===== config.mk =====
export PLATFORM = sky130hd
export DESIGN_NAME = id_exe_pipe_reg
export DESIGN_NICKNAME = d
export VERILOG_FILES = /design/src/rtl/id_exe_pipe_reg.sv
export SDC_FILE = /design/constraint.sdc
export NUM_CORES = 1
export LEC_CHECK = 0
export BUFFER_PORTS_ARGS = -buffer_cell sky130_fd_sc_hd__buf_2
export CAP_MARGIN = 20
export CORE_UTILIZATION = 49
export CTS_BUF_LIST = sky130_fd_sc_hd__clkbuf_8 sky130_fd_sc_hd__clkbuf_16
export CTS_CLUSTER_DIAMETER = 80
export DETAILED_ROUTE_END_ITERATION = 8
export GPL_TIMING_DRIVEN = 0
export PLACE_DENSITY = 0.78
export SETUP_SLACK_MARGIN = 0.3
export SYNTH_ARGS = -nofsm -noshare
export SYNTH_HDL_FRONTEND = slang
export SYNTH_SLANG_ARGS = --single-unit

===== constraint.sdc =====
create_clock -name clk -period 1.7 [get_ports clk]
set_input_delay 0 -clock clk [delete_from_list [all_inputs] [get_ports clk]]
set_output_delay 0 -clock clk [all_outputs]
set_load 0.1 [all_outputs]

===== src/rtl/id_exe_pipe_reg.sv =====
// ID/EXE pipeline register with valid/ready handshake, optional two-entry skid
// buffer, flush, and a saturating stall-cycle counter for performance debug.
module id_exe_pipe_reg #(
    parameter int DATA_W = 32,
    parameter int ALUC_W = 3,
    parameter int RN_W   = 5,
    parameter int SKID   = 1,
    parameter int CNT_W  = 16
) (
    input  logic              clk,
    input  logic              clr,
    input  logic              id_valid,
    output logic              id_ready,
    input  logic              id_m2reg,
    input  logic              id_wmem,
    input  logic              id_aluimm,
    input  logic              id_shift,
    input  logic              id_wreg,
    input  logic [ALUC_W-1:0] id_aluc,
    input  logic [DATA_W-1:0] id_ra,
    input  logic [DATA_W-1:0] id_rb,
    input  logic [DATA_W-1:0] id_imm,
    input  logic [RN_W-1:0]   id_rn,
    input  logic              flush,
    output logic              exe_valid,
    input  logic              exe_ready,
    output logic              exe_m2reg,
    output logic              exe_wmem,
    output logic              exe_aluimm,
    output logic              exe_shift,
    output logic              exe_wreg,
    output logic [ALUC_W-1:0] exe_aluc,
    output logic [DATA_W-1:0] exe_ra,
    output logic [DATA_W-1:0] exe_rb,
    output logic [DATA_W-1:0] exe_imm,
    output logic [RN_W-1:0]   exe_rn,
    output logic [CNT_W-1:0]  stall_cnt
);

    localparam int BUS_W = 5 + ALUC_W + 3 * DATA_W + RN_W;

    typedef enum logic [1:0] {
        EMPTY = 2'd0,
        ONE   = 2'd1,
        FULL  = 2'd2
    } state_t;

    state_t             r_state;
    state_t             w_nextState;
    logic [BUS_W-1:0]   w_idBus;
    logic [BUS_W-1:0]   r_main;
    logic [BUS_W-1:0]   r_skid;
    logic               w_accept;
    logic               w_issue;
    logic               w_loadMain;
    logic               w_loadSkid;
    logic               w_mainFromSkid;
    logic               w_wmem;
    logic               w_wreg;
    logic [CNT_W-1:0]   r_stallCnt;

    assign w_idBus  = {id_m2reg, id_wmem, id_aluimm, id_shift, id_wreg,
                       id_aluc, id_ra, id_rb, id_imm, id_rn};
    assign w_accept = id_valid & id_ready;
    assign w_issue  = exe_valid & exe_ready;

    always_ff @(posedge clk) begin
        if (clr) begin
            r_state <= EMPTY;
        end else begin
            r_state <= w_nextState;
        end
    end

    // Flush drops everything, including an instruction accepted this cycle.
    always_comb begin
        w_nextState    = r_state;
        w_loadMain     = 1'b0;
        w_loadSkid     = 1'b0;
        w_mainFromSkid = 1'b0;
        if (flush) begin
            w_nextState = EMPTY;
        end else begin
            case (r_state)
                EMPTY: begin
                    if (w_accept) begin
                        w_nextState = ONE;
                        w_loadMain  = 1'b1;
                    end
                end
                ONE: begin
                    if (w_accept && w_issue) begin
                        w_loadMain = 1'b1;
                    end else if (w_accept) begin
                        if (SKID != 0) begin
                            w_nextState = FULL;
                            w_loadSkid  = 1'b1;
                        end
                    end else if (w_issue) begin
                        w_nextState = EMPTY;
                    end
                end
                FULL: begin
                    if (w_issue) begin
                        w_nextState    = ONE;
                        w_mainFromSkid = 1'b1;
                    end
                end
                default: begin
                    w_nextState = EMPTY;
                end
            endcase
        end
    end

    always_comb begin
        exe_valid = (r_state != EMPTY);
    end

    generate
        if (SKID != 0) begin : g_skidReady
            logic r_idReady;
            // Registered so a downstream stall never reaches decode combinationally.
            always_ff @(posedge clk) begin
                if (clr) begin
                    r_idReady <= 1'b1;
                end else begin
                    r_idReady <= (w_nextState != FULL);
                end
            end
            assign id_ready = r_idReady;
        end else begin : g_combReady
            assign id_ready = exe_ready | ~exe_valid;
        end
    endgenerate

    always_ff @(posedge clk) begin
        if (clr) begin
            r_main <= '0;
            r_skid <= '0;
        end else begin
            if (w_mainFromSkid) begin
                r_main <= r_skid;
            end else if (w_loadMain) begin
                r_main <= w_idBus;
            end
            if (w_loadSkid) begin
                r_skid <= w_idBus;
            end
        end
    end

    always_ff @(posedge clk) begin
        if (clr) begin
            r_stallCnt <= '0;
        end else if (exe_valid && !exe_ready && !flush && (r_stallCnt != {CNT_W{1'b1}})) begin
            r_stallCnt <= r_stallCnt + CNT_W'(1);
        end
    end

    // Bubbles must never write, so the write enables are qualified by valid.
    assign {exe_m2reg, w_wmem, exe_aluimm, exe_shift, w_wreg,
            exe_aluc, exe_ra, exe_rb, exe_imm, exe_rn} = r_main;
    assign exe_wmem  = w_wmem & exe_valid;
    assign exe_wreg  = w_wreg & exe_valid;
    assign stall_cnt = r_stallCnt;

endmodule

Yosys cells after proc, flatten, opt, wreduce, memory -nomap -nowiden
Index checks and enable logic that the tools add are counted.

Logic and storage cells: 42. Register bits after elaboration: 237.

Eq/ne operators: 4. Muxes and demuxes: 19. Bitwise operators: 4. Reductions and logical operators: 9. Add/subtract/negate cells: 1.

Operator list (count): $mux 109 (2); $add 16x1->16 const B (1); $ne 16x16->1 const B (1); $mux 2 (6); $mux 1 (9); $pmux 2 s3 (1); $and 1x1->1 (4); $logic_and 1x1->1 (4); $reduce_bool 2->1 (2); $eq 2x1->1 const B (1); $eq 2x2->1 const B (1); $logic_not 1->1 (2); $logic_not 2->1 (1); $ne 2x2->1 const B (1); $pmux 1 s2 (1).

Logic depth before layout (Yosys ltp)
Gate-level depths: netlist of the first run.

Word-level depth: 8. Gate-level depth with buffers: 7. Mapped depth without buffers: 5.

Worst setup path before layout of the first run
OpenSTA, ideal clock, no wires.

Kind: reg-to-reg. Start: register r_stallCnt[1], in the netlist stall_cnt[1]. End: register r_stallCnt[1], in the netlist stall_cnt[1]. Clock period less this slack: 2676 ps. Cell stages (with the launch flop): 7. Data arrival time: 2605 ps. Slack: -976 ps. Data required time: 1629 ps. Cell sequence: dfxtp_1 -> ha_1 -> nand4_1 -> nor4_2 -> buf_2 -> o21ai_0 -> a21oi_1.

Cells in the longest elaborated chain, start to end: 2.

RTL lines: start: declaration (line 60) `logic [CNT_W-1:0] r_stallCnt;`; start signal: assignment (line 157) `r_stallCnt <= r_stallCnt + CNT_W'(1);`; branches (longest 2 deep; another with $add 16x1->16).

Parallel ways; which one is timed is not known. A chain may end at the register's enable or synchronous reset.

Worst setup path in the final report of the first run
Start: register r_state[0]. End: register r_main[104].

Cells in the longest elaborated chain, start to end: 7.

RTL lines: start: declaration (line 48) `state_t r_state;`; start signal: assignment (line 71) `r_state <= w_nextState;`; $reduce_bool 2->1 (line 117) `exe_valid = (r_state != EMPTY);`; $and 1x1->1 (line 65) `assign w_issue = exe_valid & exe_ready;`; $logic_and 1x1->1 (line 92) `if (w_accept && w_issue) begin`; $mux 1 (line 92); $pmux 1 s2 (line 84) `case (r_state)`; $mux 1 (line 81) `if (flush) begin`; $reduce_bool 2->1 (no line); end signal: assignment (line 143) `r_main <= r_skid;`; end signal: assignment (line 145) `r_main <= w_idBus;`; end: declaration (line 51) `logic [BUS_W-1:0] r_main;`.

Parallel ways exist; a longest one is shown, timed or not.

==> flow_summary_export.csv, run 1 <==
group,metric,value,unit
run_status,outcome,"complete, but fails checks",
run_status,violations,"setup timing",
setup_path,path_cells,"nand3b_1 > nor2_4 > buf_4 > buf_8 > mux2i_1 > a311oi_1",
yosys,synth_seq_cells,237,
floorplanning,core_area,21100,um2
yosys,yosysMostFrequentCell,"dfxtp_1",
timing,timing.final.crit_share,117,%
global_route,grt_pass1_wl,50.2,mm
drt,via_count,11400,
timing,tightestPinTransition,0.947,ns
place,gp_congestion,0.843,
yosys,yosys-top-cells-area,"dfxtp_1 (45%), a21oi_1 (11%), mux2i_1 (10%), a311oi_1 (9.1%), nand2_1 (7.9%)",
global_route,grt.overflow.total,0,
power_and_ir_drop,clkPwrFrac,35.4,%
place,io_buffers,239,
setup_path,slowest_stage,"a311oi_1",
clocking,numCtsBuffers,25,
yosys,ys_types,38,
floorplanning,dieArea,22100,um2
power_and_ir_drop,p_sw_share,33.2,%
clocking,cts.sinks,237,
timing,slew_violations,0,
global_route,globalRouteTotalUtil,28.3,%
timing,skew,0.00983,ns
clocking,root_buffer,"clkbuf_16",
drt,drtIter0Drc,767,
clocking,path_clk_slew,0.07,ns
layout,fillers,1096,
timing,min_period,1.99,ns
yosys,postSynthCellCount,1206,
drt,firstDrtPassIters,6,
global_route,grt_max_degree,14,
layout,finalNonFillerCells,1934,
power_and_ir_drop,intPower,9.75,mW
timing,fin_ws,-0.291,ns
drt,ant_nets,0,
power_and_ir_drop,leakage,6.56,nW
power_and_ir_drop,p_switching,4.86,mW
floorplanning,rows,53,
global_route,antenna_found_initial,1,
clocking,cts_tree,"yes",
yosys,synth_top_cell_by_area,"dfxtp_1",
layout,final_nets,1756,
yosys,yosysWarningCount,0,
drt,viasPerCell,5.92,
yosys,synth_common_cells,"dfxtp_1 (237), a21oi_1 (229), nand2_1 (223)",
setup_path,cp-start-kind,"flop",
drt,routed_wl,40.7,mm
timing,tns,-12.86,ns
floorplanning,fp.dieH,149,um
drt,drc_errors,0,
power_and_ir_drop,combPwrFrac,24.1,%
drt,wl_per_cell,21.0,um
yosys,synth_edf_count,0,
yosys,async_flop_share,0,%
yosys,syn_nets,1321,
global_route,grt_pass1_vias,9954,
power_and_ir_drop,irDropWorstVdd,0.000777,V
power_and_ir_drop,p_seq_share,40.4,%
place,placed_cells,1720,
floorplanning,die_w,149,um
place,hpwl,20.2,mm
setup_path,worstPathArrival,2.37,ns
setup_path,critPathRequiredTime,2.08,ns
timing,setup_viol,217,
layout,syn_to_final_growth,64.8,%
setup_path,path_max_fanout,10,
yosys,ys.flop_type,"dfxtp_1",
clocking,worstSkewPairLatency,0.53,ns
timing,rsz0062_at_grt,"true",
timing,timing.fmax,502,MHz
layout,fin_area,17400,um2
layout,drive_gt1_share,52.6,%
job,drv_cap,0,
timing,relSlewSlack,36.9,%
hold_path,min_path_type,"in2reg",
yosys,netlist.area_leader.share,45.0,%
setup_path,worst_path_largest_cell_delay,0.45,ns
floorplanning,io_pins,241,
setup_path,path_class,"reg2reg",
clocking,ctsHtreeMaxLevel,1,
place,post_dp_cell_area,12900,um2
power_and_ir_drop,power-per-cell-area,840,nW/um2
setup_path,worstSetupEndpointType,"flop",
clocking,cts_buffer_depth,3,
yosys,synth.avg_cell_area,8.75,um2
yosys,synth_area,10600,um2
timing,finalHoldViolations,0,
floorplanning,initial_utilization,50.0,%
yosys,yosysSeqAreaShare,45.0,%
layout by cell type (no fill, tap or decap), drive strengths merged, types with 2 or more instances in the layout:
cell         netlist  layout
o21ai              4       4
or4                8       8
nor4               4       4
clkinv             0       5
diode              0       2
and2               2       2
a311oi           110     110
nand2b             2       2
o31ai              7       7
inv                4      11
clkbuf            84     113
nand3              6       6
mux2i            109     109
or3                5       5
nor3               4       4
clkinvlp           0       2
nor2b              4       4
a211oi             2       2
mux2               3       3
buf              134     430
dfxtp            237     237
a21oi            229     229
nor2               8       8
nand2            223     223
dlygate4sd3        0     112
nand4              6       6
nand3b             2       2
metrics by stage:
step / power [mW] / hold slack [ns] / util, % / worst slack [ns]
4_1_cts: 14.2 / 0.00305 / 73.2 / 0.00427
5_1_grt: 15.0 / 0.105 / 82.5 / -0.264
3_3_place_gp: 8.93 / 0.203 / 61.3 / -0.405
3_5_place_dp: 8.96 / 0.206 / 61.3 / -0.449
6_report: 14.6 / 0.0958 / 82.5 / -0.291
2_1_floorplan: 8.38 / 0.136 / - / -0.300
final timing paths:
check	from	to	slack (ns)	cells past startpoint
max	r_state[0]$_SDFF_PP0_	r_main[104]$_SDFFE_PP0P_	-0.29	6
min	flush	r_skid[2]$_SDFFE_PP0P_	0.1	6
max reg2reg	r_state[0]$_SDFF_PP0_	r_main[104]$_SDFFE_PP0P_	-0.29	6
min reg2reg	r_skid[23]$_SDFFE_PP0P_	r_skid[23]$_SDFFE_PP0P_	0.46	2
flip-flops by register name, indices dropped and copies added (netlist names):
| register | flops |
|---|---|
| id_ready | 1 |
| r_main | 109 |
| r_state | 2 |
| stall_cnt | 16 |
| r_skid | 109 |
area by class of cell:
cell class                      count  area (um2)  share of cell area (%)
Multi-Input combinational cell    747        6350                    36.5
Sequential cell                   237        4820                    27.7
Timing Repair Buffer              408        3190                    18.3
Buffer                            218        1920                    11.0
Clock buffer                       29         692                    3.98
Tap cell                          275         344                    1.98
Clock inverter                     14        67.6                   0.388
Inverter                            4        18.8                   0.108
Antenna cell                        2        5.00                  0.0288
worst max-delay path, delay by kind of cell, from the launching register on:
family	cells	cell delay, ns
flip-flops	1	0.37
buffers and inverters	2	0.39
AND/OR/NAND/NOR	2	0.53
multiplexers	1	0.11
AO/OA/AOI/OAI	1	0.45
cell families (layout without fill, tap and decap cells):
logic type               Yosys count  after routing  synth area share (%)
AO/OA/AOI/OAI                    356            356                  21.1
AND/OR/NAND/NOR                  277            277                  11.1
flip-flops                       237            237                  45.0
buffers and inverters            222            673                  12.0
multiplexers                     112            112                  10.7
adder cells (fa/ha/maj)            1              1                 0.119
XOR/XNOR                           1              1                0.0830
other                              0              2                     0
timing repair:
item                                    in CTS  in global routing
gates cloned                                 2                 18
hold endpoints to repair                   222                  0
endpoints found under the setup margin     303                345
pin swaps                                   24                 40
setup buffers                               28                  9
resized for setup                           71                403
hold buffers                               112                  0
per-layer routing:
metal	wire length (um)	part of all wire [%]	track usage, %
met1	15600	38	35.8
met2	20400	50	47.8
met3	2640	6.5	3.61
met4	2090	5.1	13.1
met5	0	0	0
power by group through the flow:
stage | sequential (mW) | combinational (mW) | clock, mW
after floorplan | 6.01 | 2.36 | 0
after global placement | 6.00 | 2.94 | 0
after detailed placement | 6.00 | 2.95 | 0
after CTS | 5.88 | 3.19 | 5.17
after global routing | 5.92 | 3.64 | 5.39
final | 5.91 | 3.53 | 5.18
(Power assumes the default switching activity.)
==> run 2, diff against run 1 <==
- PLACE_DENSITY: 0.78 -> 0.76
==> run 2 against run 1 <==
- the run still ends with setup timing left
- clock power rose by 15%
- sequential power barely moved
- setup slack got worse by 0.029 ns
- hold slack improved by 0.068 ns
- non-clock buffer count rose by 26
- flip-flop and latch count did not move
- fmax fell by 1.4%
==> flow_summary_export.csv, run 2 (synthesis gave the netlist of run 1 again) <==
group,metric,value,unit
clocking,worstSkewPairLatency,0.55,ns
layout,mostFrequentLayoutCell,"dfxtp_1",
timing,timing.final.crit_share,119,%
setup_path,worstSetupEndpointType,"flop",
clocking,root_buffer,"clkbuf_16",
drt,firstDrtPassIters,5,
clocking,cts_buffer_depth,3,
drt,viasPerCell,6.15,
job,drv_cap,0,
place,gp_congestion,0.842,
setup_path,worstPathArrival,2.42,ns
timing,relSlewSlack,33.2,%
layout,final_nets,1783,
floorplanning,initial_utilization,50.0,%
drt,wl_met3,3.39,mm
global_route,grt.overflow.total,0,
drt,ant_nets,0,
place,pre_cts_ws,-0.410,ns
layout,fillers,850,
floorplanning,core_area,21100,um2
setup_path,path_max_fanout,6,
clocking,cts_tree,"yes",
place,hpwl,20.3,mm
setup_path,critPathRequiredTime,2.10,ns
layout,fin_area,18700,um2
setup_path,cp-start-kind,"flop",
power_and_ir_drop,leakage,6.89,nW
timing,fin_ws,-0.320,ns
timing,setup_viol,234,
power_and_ir_drop,irDropWorstVdd,0.00102,V
global_route,antenna_found_initial,0,
power_and_ir_drop,power-per-cell-area,842,nW/um2
timing,slew_violations,0,
drt,wl_met2,24.0,mm
clocking,numCtsBuffers,26,
floorplanning,io_pins,241,
clocking,cts.sinks,237,
global_route,grt_pass1_wl,55.3,mm
place,io_buffers,239,
drt,drtIter0Drc,907,
floorplanning,dieArea,22100,um2
timing,tightestPinTransition,1.00,ns
timing,fin_hold_ws,0.164,ns
run_status,outcome,"complete, but fails checks",
hold_path,min_path_type,"in2reg",
clocking,path_clk_slew,0.07,ns
drt,via_count,12100,
timing,skew,0.0231,ns
floorplanning,die_w,149,um
layout,n_antenna_cell,0,
place,placed_cells,1720,
timing,min_period,2.02,ns
global_route,grt_pass1_vias,10800,
clocking,ctsHtreeMaxLevel,1,
timing,finalHoldViolations,0,
layout,finish.utilization,88.8,%
timing,timing.fmax,495,MHz
global_route,globalRouteTotalUtil,31.2,%
floorplanning,rows,53,
layout,layout_common_cells,"dfxtp_1 (218), a21oi_2 (203), buf_4 (138)",
timing,rsz0062_at_grt,"true",
layout,drive_gt1_share,56.8,%
drt,routed_wl,47.5,mm
global_route,grt_max_degree,14,
layout,finalNonFillerCells,1962,
drt,m1WireLength,17.1,mm
drt,drc_errors,0,
place,post_dp_cell_area,12900,um2
drt,top_layer,"met4",
layout,syn_to_final_growth,77.4,%
floorplanning,fp.dieH,149,um
setup_path,path_class,"reg2reg",
drt,wl_per_cell,24.2,um
run_status,violations,"setup timing",
-- run 2: changes by cell type in the layout (fill, tap and decap cells not counted), moves of 9 or more --
cell       delta
a311oi_2     +15
nand2_1       -9
clkbuf_16    +13
a21oi_2      +16
buf_2       -111
mux2i_4      +10
buf_4         +9
a311oi_1     -15
nand2_4      +15
mux2i_1      -12
a21oi_1      -19
clkbuf_4    +102
-- run 2: critical path, stage by stage (launching register included) --
cell and delay (ns):
dfxtp_4 0.35, nand3b_1 0.31, nor2_4 0.23, buf_6 0.16
buf_12 0.17, clkbuf_16 0.18, mux2i_1 0.08, a311oi_1 0.42
-- run 2: stage by stage --
stage	TNS [ns]	power [mW]
6_report	-35.94	15.8
5_1_grt	-40.14	16.1
4_1_cts	-0.741	15.1
3_5_place_dp	-52.99	8.96
3_3_place_gp	-52.58	8.93
2_1_floorplan	-2.52	8.38
-- run 2: area by class of cell --
cell class              count  area [um2]  share of cell area [%]
repair buffers            434        3910                    20.9
flip-flops and latches    237        4820                    25.7
clock inverters            12         110                   0.588
inverters                   4        18.8                   0.100
plain buffers             218        1990                    10.6
multi-input cells         747        6760                    36.1
clock buffers              35         786                    4.20
well taps                 275         344                    1.84
-- run 2: final timing paths --
check / startpoint / endpoint / slack [ns] / depth (start not counted)
hold / removal: flush / r_skid[0]$_SDFFE_PP0P_ / 0.16 / 6
hold reg to reg: r_skid[84]$_SDFFE_PP0P_ / r_skid[84]$_SDFFE_PP0P_ / 0.47 / 2
setup reg to reg: r_state[0]$_SDFF_PP0_ / r_main[38]$_SDFFE_PP0P_ / -0.32 / 7
setup / recovery: r_state[0]$_SDFF_PP0_ / r_main[38]$_SDFFE_PP0P_ / -0.32 / 7
-- run 2: what timing repair did --
item,CTS,global route
hold endpoints to repair,222,0
gates resized for setup,223,466
pin swaps,27,56
setup buffers,37,14
setup endpoints to repair,313,347
hold buffers,112,0
gates cloned,12,20
-- run 2: layer usage --
layer / track usage, % / up-vias
li1: - / 5155
met1: 37.4 / 5881
met2: 55.4 / 765
met3: 4.34 / 260
met4: 14.0 / 0
met5: 0 / -
-- run 2: power breakdown --
part	internal (mW)	switching, mW
Sequential	5.74	0.186
Clock	3.52	2.44
Combinational	1.34	2.54
Total	10.6	5.17
